<file path="config.mk">
export PLATFORM = sky130hd
export DESIGN_NAME = serial_add_ctrl
export DESIGN_NICKNAME = d
export VERILOG_FILES = /design/src/rtl/serial_add_ctrl.sv
export SDC_FILE = /design/constraint.sdc
export NUM_CORES = 1
export LEC_CHECK = 0
export CORE_MARGIN = 5
export CORE_UTILIZATION = 55
export CTS_CLUSTER_SIZE = 30
export DETAILED_ROUTE_END_ITERATION = 16
export DONT_BUFFER_PORTS = 1
export PLACE_DENSITY = 0.79
export SYNTH_ARGS = -nofsm -noshare
export SYNTH_HDL_FRONTEND = slang
export SYNTH_SLANG_ARGS = --single-unit
</file>
<file path="constraint.sdc">
create_clock -name clk_i -period 1.52 [get_ports clk_i]
set_input_delay 0.38 -clock clk_i [delete_from_list [all_inputs] [get_ports clk_i]]
set_output_delay 0.38 -clock clk_i [all_outputs]
set_load 0.01 [all_outputs]
</file>
<file path="src/rtl/serial_add_ctrl.sv">
// Bit-serial adder/subtractor controller.
// One full-adder slice plus a carry flop is stepped across the operands LSB
// first, so a WIDTH-bit add or subtract takes WIDTH RUN cycles. Subtraction
// is a + ~b + 1: B is inverted at load and the carry flop is preset to 1.
module serial_add_ctrl #(
  parameter int WIDTH = 8
) (
  input  logic             clk_i,
  input  logic             rst_i,
  input  logic             start_i,
  input  logic             sub_i,
  input  logic             carry_in_i,
  input  logic [WIDTH-1:0] op_a_i,
  input  logic [WIDTH-1:0] op_b_i,
  output logic             busy_o,
  output logic             done_o,
  output logic [WIDTH-1:0] result_o,
  output logic             carry_out_o,
  output logic             overflow_o
);

  localparam int CW = $clog2(WIDTH);
  localparam logic [CW-1:0] LAST_BIT = CW'(WIDTH - 1);

  typedef enum logic [1:0] {
    IDLE = 2'd0,
    RUN  = 2'd1,
    DONE = 2'd2
  } state_t;

  state_t           state_q;
  logic [WIDTH-1:0] a_q;
  logic [WIDTH-1:0] b_q;
  logic [WIDTH-1:0] sum_q;
  logic             c_q;
  logic [CW-1:0]    cnt_q;
  logic             busy_q;
  logic             done_q;
  logic [WIDTH-1:0] result_q;
  logic             carry_out_q;
  logic             overflow_q;

  logic             sum_bit_d;
  logic             carry_d;
  logic [WIDTH-1:0] sum_d;
  logic             overflow_d;

  // Full-adder slice on the current LSBs; the overflow term is only
  // meaningful on the last bit, where a_q[0]/b_q[0] are the operand MSBs.
  always_comb begin
    sum_bit_d  = a_q[0] ^ b_q[0] ^ c_q;
    carry_d    = (a_q[0] & b_q[0]) | (c_q & (a_q[0] ^ b_q[0]));
    sum_d      = {sum_bit_d, sum_q[WIDTH-1:1]};
    overflow_d = (a_q[0] == b_q[0]) && (sum_bit_d != a_q[0]);
  end

  // Sequencer FSM with datapath and registered handshake/result outputs.
  always_ff @(posedge clk_i or posedge rst_i) begin
    if (rst_i) begin
      state_q     <= IDLE;
      a_q         <= '0;
      b_q         <= '0;
      sum_q       <= '0;
      c_q         <= 1'b0;
      cnt_q       <= '0;
      busy_q      <= 1'b0;
      done_q      <= 1'b0;
      result_q    <= '0;
      carry_out_q <= 1'b0;
      overflow_q  <= 1'b0;
    end else begin
      case (state_q)
        IDLE, DONE: begin
          done_q <= 1'b0;
          if (start_i) begin
            a_q     <= op_a_i;
            b_q     <= sub_i ? ~op_b_i : op_b_i;
            c_q     <= sub_i ? 1'b1 : carry_in_i;
            sum_q   <= '0;
            cnt_q   <= '0;
            busy_q  <= 1'b1;
            state_q <= RUN;
          end else begin
            state_q <= IDLE;
          end
        end
        RUN: begin
          a_q   <= a_q >> 1;
          b_q   <= b_q >> 1;
          c_q   <= carry_d;
          sum_q <= sum_d;
          cnt_q <= cnt_q + CW'(1);
          if (cnt_q == LAST_BIT) begin
            result_q    <= sum_d;
            carry_out_q <= carry_d;
            overflow_q  <= overflow_d;
            busy_q      <= 1'b0;
            done_q      <= 1'b1;
            state_q     <= DONE;
          end
        end
        default: begin
          busy_q  <= 1'b0;
          done_q  <= 1'b0;
          state_q <= IDLE;
        end
      endcase
    end
  end

  assign busy_o      = busy_q;
  assign done_o      = done_q;
  assign result_o    = result_q;
  assign carry_out_o = carry_out_q;
  assign overflow_o  = overflow_q;

endmodule

</file>
# After elaboration in Yosys (flattened, before gate mapping)
# Cells that the tools add are included.
# word_totals
word_cells	52
ram_bits	0
mem_bits_ro	0
regBits	42
memories	0
latch_bits	0
# op_classes
shifts	0
order_cmp	0
div	0
eq_ne	7
multipliers	0
bitwise_logic	6
reduce_logical	7
addsub	1
mux	20
# ops
operator	n
$pmux W8 S2	3
$mux W8	4
$not A8 Y8	1
$mux W1	7
$pmux W3 S2	1
$reduce_and A2 Y1	3
$ne A2 B2 Y1 const B	2
$pmux W1 S2	2
$pmux W2 S2	1
$add A3 B1 Y3 const B	1
$eq A3 B3 Y1 const B	1
$mux W3	1
$and A1 B1 Y1	2
$eq A2 B1 Y1 const B	1
$eq A2 B2 Y1 const B	1
$logic_not A2 Y1	1
$mux W2	1
$reduce_bool A2 Y1	1
$reduce_or A2 Y1	1
$xor A1 B1 Y1	2
$eq A1 B1 Y1	1
$logic_and A1 B1 Y1	1
$ne A1 B1 Y1	1
$or A1 B1 Y1	1

# Logic depth before layout (Yosys ltp)
# Gate-level depths: netlist of run 1.
# logic_depth
ltp_word	4
mapped_depth	6

# Worst setup path after synthesis of run 1
# No wires, ideal clock.
# synth_timing
path_kind	flip-flop to flip-flop
start	reg cnt_q[0]
end	reg result_q[0], in the netlist result_o[0]
synth_period_minus_slack_ns	1.530
slack_ns	-0.010
t_required_ns	1.392
path_stages_with_launch	6
path_buffers	1
arrival_time_ns	1.402
setup_time_ns	0.128
cell_sequence	dfrtp_1 > ha_1 > ha_1 > nand3b_4 > buf_2 > mux2_1
# synth_via
elab_chain_len	2
# synth_rtl
element	line_no	source
start: declaration	36	logic [CW-1:0] cnt_q;
start signal: assignment	92	cnt_q <= cnt_q + CW'(1);
$eq A3 B3 Y1	93	if (cnt_q == LAST_BIT) begin
$reduce_and A2 Y1 (no source line)	-	
end signal: assignment	94	result_q <= sum_d;
end: declaration	39	logic [WIDTH-1:0] result_q;
# No other way between the ends.
# A chain may end at the register's enable or synchronous reset.

# Final worst setup path of run 1
# layout_timing
start	reg cnt_q[0]
end	reg overflow_q, in the netlist overflow_o
# layout_via
elab_chain_len	2
# layout_rtl
element	line_no	source
$eq A3 B3 Y1	93	
$reduce_and A2 Y1 (no source line)	-	
end signal: assignment	96	overflow_q <= overflow_d;
end: declaration	41	logic overflow_q;
# No other way between the ends.

==> out/results.txt, run 1 <==
Total power draw = 3.964 mW
Headroom to the max-slew limit = 67.64%
Multiplexer fraction of the synthesized cell area = 4.468%
Basic-gate share of the synthesized area counting and, or, nand and nor cells = 10.71%
Max cap viols = 0
Seq cells post-synth = 40
Part of the power in combinational logic = 36.5%
Die area = 4440 um^2
Number of cells produced by synthesis = 141
Main combinational cell family by area after synthesis = compound AO/OA/AOI/OAI gates
FF/Latch Area = 1001 um^2
Largest net degree at the start of global routing = 41
Vias after detailed routing = 1096
Maximum vdd drop = 1010 uV
Crit-path max FO = 8
Number of distinct library cell variants in the gate-level netlist after synthesis = 27
1st-pass router iterations = 4
CTS tree = built
Routed Antenna Nets = 0
Sequential element share of the synthesized area = 56.74%
Maximum level of the CTS H-tree = 2
Ratio of final minimum period to clock period = 94.73%
Overall die height = 66.64 um
Fraction of final layout cells sized beyond drive strength 1 = 13.79%
Outcome = finished clean
# DRC = 0
Leading cell type in the layout, fill and taps excluded = sky130_fd_sc_hd__dfrtp_1
Startpoint types = flop
Number of clock sinks seen by CTS = 40
Width of the die = 66.64 um
Leakage power = 0.8757 nW
Warnings from Yosys = 0
Xor/xnor share of the synthesized area = 4.468%
Via count of the first global-routing pass = 1241
Synthesized-area fraction occupied by adder cells = 3.262%
Global-route congestion overflow total = 0
Synthesis-to-finish area growth = 5.248%
Clock root buffer = sky130_fd_sc_hd__clkbuf_4
Wire length of the first global-routing pass = 5.492 mm
Number of hold violations in the final report = 0
Area taken by multi-input logic gates = 675.6 um^2
Slew at the pin with the worst max-slew slack = 0.4854 ns
Synthesized area = 1764 um^2
Post-detailed-placement half-perimeter wirelength = 2.335 mm
Most frequent cells in the layout = sky130_fd_sc_hd__dfrtp_1, sky130_fd_sc_hd__nand2_1, sky130_fd_sc_hd__a22o_1, sky130_fd_sc_hd__a221o_1, sky130_fd_sc_hd__nand3_1
Via count normalized by instance count = 5.799
Routability Congestion = 0.7375
Net Sw Frac = 37.58%
Worst Clk Skew = 0.007396 ns
Total nets after synthesis = 166
Switching pwr = 1.489 mW
Post-Place Worst Slack = 0.04716 ns
Sequential Power Share = 49.3%
Count of endpoints failing setup in the final report = 0
# placed instances = 181
Unrepaired setup endpoints after global routing = false
Routed WL per cell = 17.42 um
Total routed wirelength = 3.293 mm
Placeable core region = 3053 um^2
Post-synthesis compound-gate area fraction = 15.11%
Diode insertion count for antenna repair = 0
Standard-cell rows = 20
Number of antenna violations at the first check in global routing = 0
Net total in the final layout = 169
Violation count after the first detailed-routing iteration = 77
Starting utilization of the core area = 57.79%
Type of the worst setup path = reg2reg
Average cell area after synthesis = 12.51 um^2
Deepest clock path buffer count = 2
Overall routing resource usage = 16.62%
Data required time of the critical path = 1.78 ns
Clock share of power = 14.2%
Data arrival, critical path = 1.70 ns
Time the final worst path needs with I/O delays and setup = 1.440 ns
Count of pins over their slew limit = 0
Least setup slack across all paths after layout = 0.08007 ns
PortBufs = 0
Power density relative to cell area = 2135 nW/um^2
Peak Freq = 0.6945 GHz
Source-to-sink clock delay at the later pin of the worst-skew pair = 0.35 ns
Worst hold margin = 0.02081 ns
Top-Level Pins = 33
Clock-pin slew on the worst setup and hold paths = 0.12 ns
Endpoint class of the critical path = flop
Number of fillers in the final layout = 249
Final cell count without fillers = 189
HP Class = in2async
Internal Pwr Total = 2.474 mW
Setup TNS = 0 ns
Cts bufs inserted = 5
[power groups by stage]
stage / Clock, mW / Combinational (mW) / Sequential, mW
after floorplan: 0 / 1.25 / 1.87
after global placement: 0 / 1.35 / 1.95
after detailed placement: 0 / 1.44 / 1.98
after CTS: 0.570 / 1.45 / 1.96
after global routing: 0.617 / 1.62 / 2.01
final: 0.564 / 1.45 / 1.95
[routing by layer]
layer	global-route usage [%]	vias up	share of wire, %
met4	7.868	0	2.5
met3	5.396	11	6.4
met2	28.71	30	52
met1	18.29	550	39
li1	-	505	-
met5	0	-	0
[flip-flops by register name, indices dropped and copies added (netlist names)]
| name | cells |
|---|---|
| a_q | 8 |
| b_q | 8 |
| busy_o | 1 |
| c_q | 1 |
| carry_out_o | 1 |
| cnt_q | 3 |
| overflow_o | 1 |
| result_o | 8 |
| state_q | 2 |
| sum_q | 7 |
[cells by family after synthesis]
family / after synthesis
simple gates: 33
compound gates: 33
mux: 7
fa+ha+maj: 4
buf+inv: 15
xor+xnor: 9
flops: 40
[path summary, 6_finish.rpt]
kind / endpoint / cells after the start / startpoint / slack (ns)
min in group clk_i: a_q[6] / 2 / op_a_i[6] / 0.15
max in group asynchronous: c_q / 2 / rst_i / 1.17
max reg2reg: overflow_o / 5 / cnt_q[0] / 0.08
max: overflow_o / 5 / cnt_q[0] / 0.08
min reg2reg: a_q[7] / 1 / a_q[7] / 0.51
min: state_q[0] / 2 / rst_i / 0.02
[what timing repair did]
action	4_1_cts	5_1_grt
endpoints found under the setup margin	0	6
gates resized for setup	0	2
buffers inserted	0	0
hold buffers	0	0
endpoints found under the hold margin	0	0
[cells in the mapped netlist (all sizes together)]
library cell   n  area share, %
a221o          8            4.5
a22o          10            5.0
a22oi          6            2.6
and2b          1           0.57
buf            9            4.0
clkbuf         1           0.21
dfrtp         40             57
fa             1            1.1
ha             3            2.1
inv            5            1.1
mux2           7            4.5
nand2         11            2.3
nand2b         2           0.71
nand3          8            2.3
nand3b         1            1.1
nor2           8            2.6
nor2b          1           0.78
nor3           1           0.28
o211ai         1           0.43
o21ai          6            1.7
o2bb2ai        1           0.50
o31ai          1           0.43
xnor2          7            3.5
xor2           2           0.99
[metrics by stage]
stage | util (%) | area, um^2
6_report | 60.82 | 1857
5_1_grt | 60.82 | 1857
4_1_cts | 60.66 | 1852
3_5_place_dp | 58.65 | 1790
3_3_place_gp | 58.65 | 1790
2_1_floorplan | - | 1767
[layout make-up]
class                           instances  share of cell area, %
Clock buffer                            6                  2.763
Clock inverter                          2                 0.5391
Inverter                                5                  1.011
Multi-Input combinational cell         86                  36.39
Sequential cell                        40                  53.91
Tap cell                               44                  2.965
Timing Repair Buffer                    6                  2.426
[critical path, cell delays in order (launching register included)]
cell and delay [ns]:
sky130_fd_sc_hd__dfrtp_1 0.40, sky130_fd_sc_hd__ha_1 0.17, sky130_fd_sc_hd__ha_2 0.21, sky130_fd_sc_hd__nand3b_4 0.15, sky130_fd_sc_hd__buf_4 0.19, sky130_fd_sc_hd__o31ai_1 0.22
(Power assumes the default switching activity.)
==> run 2: changes to the inputs <==
Settings changed: CORE_ASPECT_RATIO from default to 1.2, CTS_CLUSTER_SIZE 30 to default.
==> run 2 against run 1 <==
Effect of this change:
- global-route usage grew 0.43 points
- utilization rose by 1.2 points
- clock skew is 0.0087 ns higher
- setup slack better by 0.0072 ns
- largest power group unchanged
==> out/results.txt, run 2 (synthesis gave the netlist of run 1 again) <==
Outcome = finished clean (unchanged)
Data arrival, critical path = 1.69 ns (was 1.70 ns)
Standard-cell rows = 22 (was 20)
Placeable core region = 3083 um^2 (was 3053 um^2)
Worst Clk Skew = 0.01614 ns (was 0.007396 ns)
Leakage power = 0.8966 nW (was 0.8757 nW)
Vias after detailed routing = 1138 (was 1096)
Wire length of the first global-routing pass = 5.568 mm (was 5.492 mm)
Clock root buffer = sky130_fd_sc_hd__clkbuf_4 (unchanged)
Type of the worst setup path = reg2reg (unchanged)
Cell with the biggest individual delay on the critical path = sky130_fd_sc_hd__fa_2 (was sky130_fd_sc_hd__dfrtp_1)
Post-detailed-placement half-perimeter wirelength = 2.306 mm (was 2.335 mm)
Count of pins over their slew limit = 0 (unchanged)
Diode insertion count for antenna repair = 0 (unchanged)
1st-pass router iterations = 4 (unchanged)
Top-Level Pins = 33 (unchanged)
Total routed wirelength = 3.298 mm (was 3.293 mm)
Startpoint types = flop (unchanged)
PortBufs = 0 (unchanged)
CTS tree = built (unchanged)
Hold buffers post-CTS = 0 (unchanged)
Via count normalized by instance count = 6.185 (was 5.799)
Peak Freq = 0.6980 GHz (was 0.6945 GHz)
Endpoint class of the critical path = flop (unchanged)
Overall die height = 72.04 um (was 66.64 um)
Leading cell type in the layout, fill and taps excluded = sky130_fd_sc_hd__dfrtp_1 (unchanged)
Placed Area = 1773 um^2 (was 1790 um^2)
Crit-path max FO = 3 (was 8)
Violation count after the first detailed-routing iteration = 29 (was 77)
Maximum vdd drop = 1206 uV (was 1010 uV)
List of cells traversed by the critical path = inv_1, fa_2, xor2_1, o31ai_1 (was ha_1, ha_2, nand3b_4, buf_4, o31ai_1)
Count of endpoints failing setup in the final report = 0 (unchanged)
Maximum level of the CTS H-tree = 2 (unchanged)
Routed WL per cell = 17.92 um (was 17.42 um)
Headroom to the max-slew limit = 67.72% (was 67.64%)
Source-to-sink clock delay at the later pin of the worst-skew pair = 0.36 ns (was 0.35 ns)
Deepest clock path buffer count = 2 (unchanged)
Total buffers and inverters traversed by the critical path = 1 (unchanged)
Starting utilization of the core area = 57.22% (was 57.79%)
Overall routing resource usage = 17.05% (was 16.62%)
Crit-path leading delay family = adder cells (was flip-flops)
Worst stage delay on the critical path = 0.47 ns (was 0.40 ns)
Most frequent cells in the layout = sky130_fd_sc_hd__dfrtp_1, sky130_fd_sc_hd__nand2_1, sky130_fd_sc_hd__a22o_1 (was sky130_fd_sc_hd__dfrtp_1, sky130_fd_sc_hd__nand2_1, sky130_fd_sc_hd__a22o_1, sky130_fd_sc_hd__a221o_1, sky130_fd_sc_hd__nand3_1)
Die area = 4445 um^2 (was 4440 um^2)
Time the final worst path needs with I/O delays and setup = 1.433 ns (was 1.440 ns)
Worst setup slack for register-to-register paths = 0.09 ns (was 0.08 ns)
Clock-pin slew on the worst setup and hold paths = 0.13 ns (was 0.12 ns)
Routability Congestion = 0.7476 (was 0.7375)
Largest net degree at the start of global routing = 41 (unchanged)
Power density relative to cell area = 2191 nW/um^2 (was 2135 nW/um^2)
Width of the die = 61.70 um (was 66.64 um)
Number of clock sinks seen by CTS = 40 (unchanged)
Synthesis-to-finish area growth = 8.298% (was 5.248%)
Setup TNS = 0 ns (unchanged)
Max cap viols = 0 (unchanged)
Number of antenna violations at the first check in global routing = 0 (unchanged)
Ratio of final minimum period to clock period = 94.26% (was 94.73%)
Global-route congestion overflow total = 0 (unchanged)
Via count of the first global-routing pass = 1197 (was 1241)
HP Class = in2async (unchanged)
Cts bufs inserted = 5 (unchanged)
Net total in the final layout = 172 (was 169)
Fraction of final layout cells sized beyond drive strength 1 = 16.89% (was 13.79%)
Design area = 1911 um^2 (was 1857 um^2)
Unrepaired setup endpoints after global routing = true (was false)
Number of hold violations in the final report = 0 (unchanged)
Routed Antenna Nets = 0 (unchanged)
# DRC = 0 (unchanged)
Slew at the pin with the worst max-slew slack = 0.4842 ns (was 0.4854 ns)
Data required time of the critical path = 1.78 ns (about the same)
Post-layout utilization of the core = 61.97% (was 60.82%)
[run 2: changes by cell type in the layout (fill, tap and decap cells not counted), sizes merged]
cell	delta
buf	+2
bufinv	+1
clkbuf	-1
nand3b	+1
[run 2: per-stage QoR]
| step | hold slack, ns | setup slack (ns) | power (mW) | instances |
|---|---|---|---|---|
| 2_1_floorplan | 0.4543 | 0.03375 | 3.122 | 141 |
| 3_3_place_gp | 0.4109 | 0.1027 | 3.285 | 172 |
| 3_5_place_dp | 0.4219 | 0.05363 | 3.394 | 172 |
| 4_1_cts | 0.009404 | 0.02546 | 4.128 | 180 |
| 5_1_grt | 0.02989 | -0.008300 | 4.522 | 184 |
| 6_report | 0.01077 | 0.08724 | 4.186 | 184 |
[run 2: path summary, 6_finish.rpt]
| check | startpoint | endpoint | cells past startpoint |
|---|---|---|---|
| setup / recovery | a_q[0] | overflow_o | 4 |
| hold / removal | rst_i | sum_q[3] | 2 |
| setup reg to reg | a_q[0] | overflow_o | 4 |
| hold reg to reg | sum_q[1] | result_o[0] | 1 |
| max in group asynchronous | rst_i | state_q[0] | 2 |
| min in group clk_i | op_a_i[6] | a_q[6] | 2 |
[run 2: what timing repair did]
item / 4_1_cts / 5_1_grt
resized for setup: 0 / 5
setup buffers: 0 / 3
hold endpoints to repair: 0 / 0
setup endpoints to repair: 0 / 9
[run 2: worst reg2reg max path, delay by kind of cell, from the launching register on]
| family | cells | cell delay [ns] |
|---|---|---|
| buffers and inverters | 1 | 0.11 |
| flip-flops | 1 | 0.42 |
| adder cells (fa/ha/maj) | 1 | 0.47 |
| XOR/XNOR | 1 | 0.16 |
| AO/OA/AOI/OAI | 1 | 0.19 |
[run 2: area by class of cell]
class / instances / area, um^2
fill: 256 / 1172
sequential: 40 / 1002
multi-input combinational: 87 / 699.4
timing repair buffer: 8 / 60.06
clock inverter: 3 / 47.55
tap: 36 / 45.04
clock buffer: 5 / 37.54
inverter: 5 / 18.77
[run 2: metal layers]
metal / vias to the layer above / part of all wire (%) / wire length (um) / GRT usage, %
li1: 522 / - / - / -
met1: 573 / 40 / 1335 / 20.95
met2: 34 / 51 / 1689 / 26.54
met3: 9 / 5.9 / 195 / 6.406
met4: 0 / 2.4 / 78 / 7.075
met5: - / 0 / 0 / 0
[run 2: power breakdown]
group,switching (mW),internal (mW)
Sequential,0.425,1.55
Combinational,0.738,0.749
Clock,0.371,0.351
Total,1.53,2.65
